--- config.mk ---
export PLATFORM = sky130hd
export DESIGN_NAME = chunk_adder
export DESIGN_NICKNAME = d
export VERILOG_FILES = /design/src/rtl/chunk_adder_pkg.sv /design/src/rtl/chunk_adder_add_chunk.sv /design/src/rtl/chunk_adder.sv
export SDC_FILE = /design/constraint.sdc
export NUM_CORES = 1
export LEC_CHECK = 0
export BUFFER_PORTS_ARGS = -buffer_cell sky130_fd_sc_hd__buf_2
export CAP_MARGIN = 30
export CORE_MARGIN = 2
export CORE_UTILIZATION = 30
export DETAILED_ROUTE_END_ITERATION = 7
export GPL_TIMING_DRIVEN = 0
export SLEW_MARGIN = 15
export SYNTH_ARGS = -nofsm -noshare
export SYNTH_HDL_FRONTEND = slang
export SYNTH_HIERARCHICAL = 1
export SYNTH_SLANG_ARGS = --single-unit
export TNS_END_PERCENT = 1
--- constraint.sdc ---
create_clock -name clk -period 7.8 [get_ports clk]
set_clock_uncertainty 0.05 [all_clocks]
set_input_delay 0.78 -clock clk [delete_from_list [all_inputs] [get_ports clk]]
set_output_delay 0.78 -clock clk [all_outputs]
set_load 0.05 [all_outputs]
--- src/rtl/chunk_adder_pkg.sv ---
// Shared types and constants for chunk_adder: FSM state encoding and chunk count.
package chunk_adder_pkg;

    typedef enum logic [1:0] {
        IDLE = 2'd0,
        RUN  = 2'd1,
        DONE = 2'd2
    } state_t;

    function automatic int calc_nchunk(input int width, input int chunk);
        return width / chunk;
    endfunction

endpackage

--- src/rtl/chunk_adder_add_chunk.sv ---
// add_chunk: CHUNK-bit ripple-carry adder built from bitwise gates only.
module add_chunk #(
    parameter int CHUNK = 8
) (
    input  logic [CHUNK-1:0] a,
    input  logic [CHUNK-1:0] b,
    input  logic             cin,
    output logic [CHUNK-1:0] sum,
    output logic             cout,
    output logic             c_msb
);

    logic [CHUNK:0] c;

    assign c[0] = cin;

    for (genvar i = 0; i < CHUNK; i++) begin : g_bit
        assign sum[i]   = a[i] ^ b[i] ^ c[i];
        assign c[i + 1] = (a[i] & b[i]) | (c[i] & (a[i] ^ b[i]));
    end

    assign cout  = c[CHUNK];
    assign c_msb = c[CHUNK-1];

endmodule

--- src/rtl/chunk_adder.sv ---
// chunk_adder: multi-cycle adder processing CHUNK bits per clock, LSB chunk first.
// Define CHUNK_ADDER_SUB_EN to add the op port (1 = subtract a - b).
module chunk_adder
    import chunk_adder_pkg::*;
#(
    parameter int WIDTH = 32,
    parameter int CHUNK = 8
) (
    input  logic             clk,
    input  logic             rst_n,
    input  logic             in_valid,
    output logic             in_ready,
    input  logic [WIDTH-1:0] a,
    input  logic [WIDTH-1:0] b,
`ifdef CHUNK_ADDER_SUB_EN
    input  logic             op,
`endif
    output logic             out_valid,
    input  logic             out_ready,
    output logic [WIDTH-1:0] sum,
    output logic             carry_out,
    output logic             overflow
);

    localparam int NCHUNK = calc_nchunk(WIDTH, CHUNK);
    localparam int IDX_W  = (NCHUNK > 1) ? $clog2(NCHUNK) : 1;

    if (WIDTH % CHUNK != 0) begin : g_bad_cfg
        $error("chunk_adder: WIDTH must be a multiple of CHUNK");
    end

    state_t           state, state_nxt;
    logic [IDX_W-1:0] idx;
    logic [WIDTH-1:0] a_q, b_q;
    logic             carry_q;
    logic             accept, last_chunk;
    logic [WIDTH-1:0] b_eff;
    logic             cin_eff;
    logic [CHUNK-1:0] chunk_sum;
    logic             chunk_cout, chunk_cmsb;
    logic [WIDTH-1:0] sum_nxt;

    // Handshakes: a transfer happens on a rising edge where valid & ready are both 1;
    // the producer holds valid (and data) until then, ready never waits on valid.
    assign in_ready   = (state == IDLE);
    assign out_valid  = (state == DONE);
    assign accept     = in_valid & in_ready;
    assign last_chunk = (idx == IDX_W'(NCHUNK - 1));

`ifdef CHUNK_ADDER_SUB_EN
    assign b_eff   = op ? ~b : b;
    assign cin_eff = op;
`else
    assign b_eff   = b;
    assign cin_eff = 1'b0;
`endif

    add_chunk #(.CHUNK(CHUNK)) u_add_chunk (
        .a     (a_q[CHUNK-1:0]),
        .b     (b_q[CHUNK-1:0]),
        .cin   (carry_q),
        .sum   (chunk_sum),
        .cout  (chunk_cout),
        .c_msb (chunk_cmsb)
    );

    // The result is shifted in from the top so the final chunk lands in the MSBs.
    if (NCHUNK == 1) begin : g_single
        assign sum_nxt = chunk_sum;
    end else begin : g_multi
        assign sum_nxt = {chunk_sum, sum[WIDTH-1:CHUNK]};
    end

    always_ff @(posedge clk) begin
        if (!rst_n) begin
            state <= IDLE;
        end else begin
            state <= state_nxt;
        end
    end

    always_comb begin
        state_nxt = state;
        case (state)
            IDLE:    if (accept) state_nxt = RUN;
            RUN:     if (last_chunk) state_nxt = DONE;
            DONE:    if (out_ready) state_nxt = IDLE;
            default: state_nxt = IDLE;
        endcase
    end

    always_ff @(posedge clk) begin
        if (!rst_n) begin
            a_q       <= '0;
            b_q       <= '0;
            carry_q   <= 1'b0;
            idx       <= '0;
            sum       <= '0;
            carry_out <= 1'b0;
            overflow  <= 1'b0;
        end else if (accept) begin
            a_q     <= a;
            b_q     <= b_eff;
            carry_q <= cin_eff;
            idx     <= '0;
        end else if (state == RUN) begin
            a_q     <= a_q >> CHUNK;
            b_q     <= b_q >> CHUNK;
            carry_q <= chunk_cout;
            idx     <= idx + 1'b1;
            sum     <= sum_nxt;
            if (last_chunk) begin
                carry_out <= chunk_cout;
                overflow  <= chunk_cmsb ^ chunk_cout;
            end
        end
    end

endmodule

---- Word level (Yosys, flattened, before mapping) ----
Cells that the tools add are included.
storage, ports and cells
  register bits ........................... 103
  word-level logic and storage cells ...... 73
  input port bits ......................... 68
operators by class
  reduce and logical (&&, ||, !) cells .... 6
  mux-type cells .......................... 8
  equality and inequality tests ........... 6
  add/sub/neg operators ................... 1
  bitwise logic cells ..................... 44
operators with widths
  kind                 count
  $mux 32              4
  $and 1x1->1          17
  $xor 1x1->1          17
  $or 1x1->1           8
  $mux 2               3
  $pmux 2 s3           1
  $reduce_and 3->1     2
  $eq 2x2->1 const B   2
  $ne 2x1->1 const B   2
  $add 2x1->2 const B  1
  $eq 2x1->1 const B   1
  $logic_not 2->1      1
  $ne 2x2->1 const B   1
  $not 1->1            2
  $reduce_and 2->1     1
  $reduce_bool 2->1    1
  $reduce_or 2->1      1

---- Depth between registers and ports, before layout ----
  word-level depth ........................ 18
  depth in mapped cells ................... 14
  gate-level depth less buffers ........... 14

---- Cells and area by module ----
Netlist, hierarchy kept.
by module, submodules not included
  module       cells each  sequential area each (um^2)  area each (um^2)  times used
  chunk_adder  517         2,062.0                      4,162.7           1
  add_chunk    18          0.0                          197.7             1

---- Worst setup path after synthesis ----
OpenSTA, ideal clock, no wires.
  kind .................................... register -> register
  from .................................... register a_q[0]
  to ...................................... register overflow
  arrival ................................. 3,486 ps
  period minus slack after synthesis ...... 3,627 ps
  slack ................................... 4,173 ps
  stages on the path, launching flop included .. 15
  setup time .............................. 91 ps
  cells stage by stage .................... dfxtp_1 -> fa_1 -> inv_1 -> fa_1 -> inv_1 -> fa_1 -> fa_1 -> fa_1 -> fa_1 -> inv_1 -> fa_1 -> inv_1 -> fa_1 -> xnor2_1 -> a311oi_1
between the ends
  longest elaborated chain between the ends .. 18
RTL lines
  item                      line                         RTL
  start: declaration        chunk_adder.sv:34            logic [WIDTH-1:0] a_q, b_q;
  start signal: assignment  chunk_adder.sv:107           a_q <= a_q >> CHUNK;
  $xor 1x1->1               chunk_adder_add_chunk.sv:19  assign c[i + 1] = (a[i] & b[i]) | (c[i] & (a[i] ^ b[i]));
  $and 1x1->1               chunk_adder_add_chunk.sv:19
  $or 1x1->1 (*)            chunk_adder_add_chunk.sv:19
  $and 1x1->1 (*)           chunk_adder_add_chunk.sv:19
  $or 1x1->1 (*)            chunk_adder_add_chunk.sv:19
  $and 1x1->1 (*)           chunk_adder_add_chunk.sv:19
  $or 1x1->1 (*)            chunk_adder_add_chunk.sv:19
  $and 1x1->1 (*)           chunk_adder_add_chunk.sv:19
  (+4 left out)             -
  $or 1x1->1 (*)            chunk_adder_add_chunk.sv:19
  $and 1x1->1 (*)           chunk_adder_add_chunk.sv:19
  $or 1x1->1 (*)            chunk_adder_add_chunk.sv:19
  net chunk_cmsb            chunk_adder.sv:40            logic chunk_cout, chunk_cmsb;
  $and 1x1->1 (*)           chunk_adder_add_chunk.sv:19
  $or 1x1->1 (*)            chunk_adder_add_chunk.sv:19
  net chunk_cout            chunk_adder.sv:40
  $xor 1x1->1 (*)           chunk_adder.sv:114           overflow <= chunk_cmsb ^ chunk_cout;
  end signal: assignment    chunk_adder.sv:114
  end: declaration          chunk_adder.sv:22            output logic overflow
Mark *: on every way through the listed nets, which the timed path passes. The rest lies on a longest branch.
A chain may end at the register's enable or synchronous reset.

---- Worst setup path in the final report ----
Ends and elaborated chain as after synthesis.

==> flow_metrics.tcl <==
set metrics [dict create \
    nets 725 \
    grtUsageTotal_pct 16.24 \
    drtAntennaViolNets 0 \
    whs_path_depth 2 \
    yosysSeqAreaShare_pct 47.29 \
    min_period_over_period_pct 50.14 \
    hold_viol_final 0 \
    vias 3928 \
    p_leak_nw 2.238 \
    cp.required_ns 8.01 \
    setup_tns_ns 0 \
    ys_top_cells_by_area "dfxtp_1 (47%), a21oi_1 (15%), nand2_1 (10%)" \
    yosysTopAreaCellShare_pct 47.29 \
    grt_pass1_wl_um 20190 \
    cts_setup_buffers 0 \
    die-area_sq_mm 0.01552 \
    maxSlewHeadroom_pct 58.40 \
    fmax_ghz 0.2557 \
    yosysWarnings 6 \
    finalCriticalPeriod_ns 3.911 \
    drt_wl_total_um 12380 \
    powerDensity_mw_per_mm2 230.5 \
    root_buffer "clkbuf_16" \
    yosysTopAreaCell "dfxtp_1" \
    maxCapViolCount 0 \
    start_util_pct 30.35 \
    drt_iter0_drc 167 \
    syn_nets 612 \
    clk_pin_slew_worst_paths_ns 0.08 \
    min_to "b_q[8]" \
    grt_start_max_net_pins 19 \
    ys_seq_elements 103 \
    htreeDepth 3 \
    async_flop_share_pct 0 \
    synthCells 535 \
    r2r_start "a_q[0]" \
    critPathCaptureType "register" \
    antenna_cells 0 \
    worst_slack_ns 3.889 \
    port_buffers 102 \
    clk_latency_ns 0.36 \
    cts_tree "built" \
    status "completed" \
    wl_per_cell_um 14.79 \
    post_dp_cell_area_sq_mm 0.005101 \
    drive_above_1_share_pct 26.03 \
    rsz0062_at_grt "false" \
    p_total_mw 1.246 \
    die_w_um 124.6 \
    hp-class "register to register" \
    fillCellCount 1552 \
    route.detailed.drc 0 \
    hpwl_um 9609 \
    final_cell_mix "a21oi_1 (133), buf_2 (121), nand2_1 (118), dfxtp_1 (103), o21ai_1 (29)" \
    core_sq_mm 0.01437 \
    num_io_pins 104 \
    grt_antenna_before_repair 0 \
    synth-edff-count 0 \
    ir_worst_vdd_uv 110.4 \
    synthFlopType "dfxtp_1" \
    fp-row-count 44 \
    cts.sinks 103 \
    final_area_sq_mm 0.005406 \
    synthesis.area_sq_mm 0.004360 \
    tightest_slew_ns 0.6239 \
    firstDrtPassIters 4 \
    grt_pass1_vias 3965 \
    clk_path_buf_depth 2 \
    multi_input_area_sq_mm 0.001978 \
    place_ws_ns 3.842 \
    overflow 0 \
    syn_avg_cell_area_sq_um 8.150 \
    arrival_ns 4.12 \
    viasPerCell 4.693 \
    cts_buffers 9 \
    path_class "register to register" \
    layout_commonest_cell "a21oi_1" \
    start_kind "register" \
    netlist-cell-type-count 25 \
    finalSetupViolCount 0 \
    gp_congestion 0.8115 \
    die_height_um 124.6 \
    reg2reg_slack_ns 3.89 \
    cts_resized 0 \
    worstHoldStart "b_q[16]" \
    drv_slew 0 \
    path_max_fanout 3 \
    regArea_sq_mm 0.002062 \
    areaGrowthSynthToFinish_pct 23.99 \
    reg2reg_depth 14 \
    hold_buffers 0 \
    r2r_end "overflow" \
]
[metal layers]
| layer | up-vias | wire (um) | part of all wire (%) | GRT usage (%) |
|---|---|---|---|---|
| met5 | - | 0 | 0 | 0 |
| met4 | 0 | 156 | 1.3 | 3.900 |
| met3 | 13 | 532 | 4.3 | 4.167 |
| met2 | 82 | 5894 | 48 | 27.61 |
| met1 | 1797 | 5792 | 47 | 20.63 |
| li1 | 2036 | - | - | - |
[worst max path at each step]
stage	start	endpoint	slack, ns	depth (start not counted)
finish	a_q[0]	overflow	3.89	14
global route	a_q[0]	overflow	3.72	14
CTS	a_q[0]	overflow	3.83	14
detailed placement	a_q[0]	overflow	3.84	14
global placement	a_q[0]	overflow	3.97	14
floorplan	a_q[0]	overflow	4.17	14
[power by group]
part	leakage, nW	switching [mW]	internal, mW	total (mW)
combinational	1.24	0.121	0.0751	0.196
clock	0.150	0.211	0.255	0.466
sequential	0.845	0.0231	0.560	0.583
[state kept, by name (all words and copies together) (netlist names)]
register,cells
carry_q,1
a_q,32
idx,2
b_q,32
sum,32
state,2
carry_out,1
overflow,1
[synthesized netlist by cell type (all sizes together), types with 8 or more instances]
| cell type | number |
|---|---|
| nor2b | 18 |
| o221a | 16 |
| nor2 | 21 |
| nand3 | 17 |
| inv | 12 |
| clkbuf | 15 |
| a21oi | 133 |
| dfxtp | 103 |
| o21ai | 33 |
| nand2 | 118 |
| buf | 32 |
| fa | 8 |
[cell families after synthesis]
group           share of synthesized area [%]
flops                                   47.29
compound gates                          23.82
xor+xnor                               0.4018
fa+ha+maj                               3.960
buf+inv                                 7.345
simple gates                            17.19
[worst max-delay path: stages (launching register included)]
cell and delay (ns):
dfxtp_1 0.33, fa_1 0.43, inv_1 0.08, fa_1 0.15, inv_1 0.05, fa_1 0.37, fa_1 0.39, fa_1 0.39
fa_1 0.37, inv_1 0.08, fa_1 0.20, inv_1 0.08, fa_1 0.43, xnor2_1 0.15, a311oi_1 0.26
[metrics by stage]
stage	cells	utilization (%)	hold slack, ns
2_1_floorplan	535	-	0.3791
3_3_place_gp	821	35.50	0.3900
3_5_place_dp	821	35.50	0.3935
4_1_cts	837	37.63	0.4038
5_1_grt	837	37.63	0.4180
6_report	837	37.63	0.3978
[area by class of cell]
type	instances	share of cell area (%)
flip-flops and latches	103	38.14
multi-input cells	372	36.59
repair buffers	102	9.442
plain buffers	47	5.022
well taps	184	4.258
clock buffers	10	4.235
clock inverters	6	1.412
inverters	13	0.9026
(Power assumes the default switching activity.)
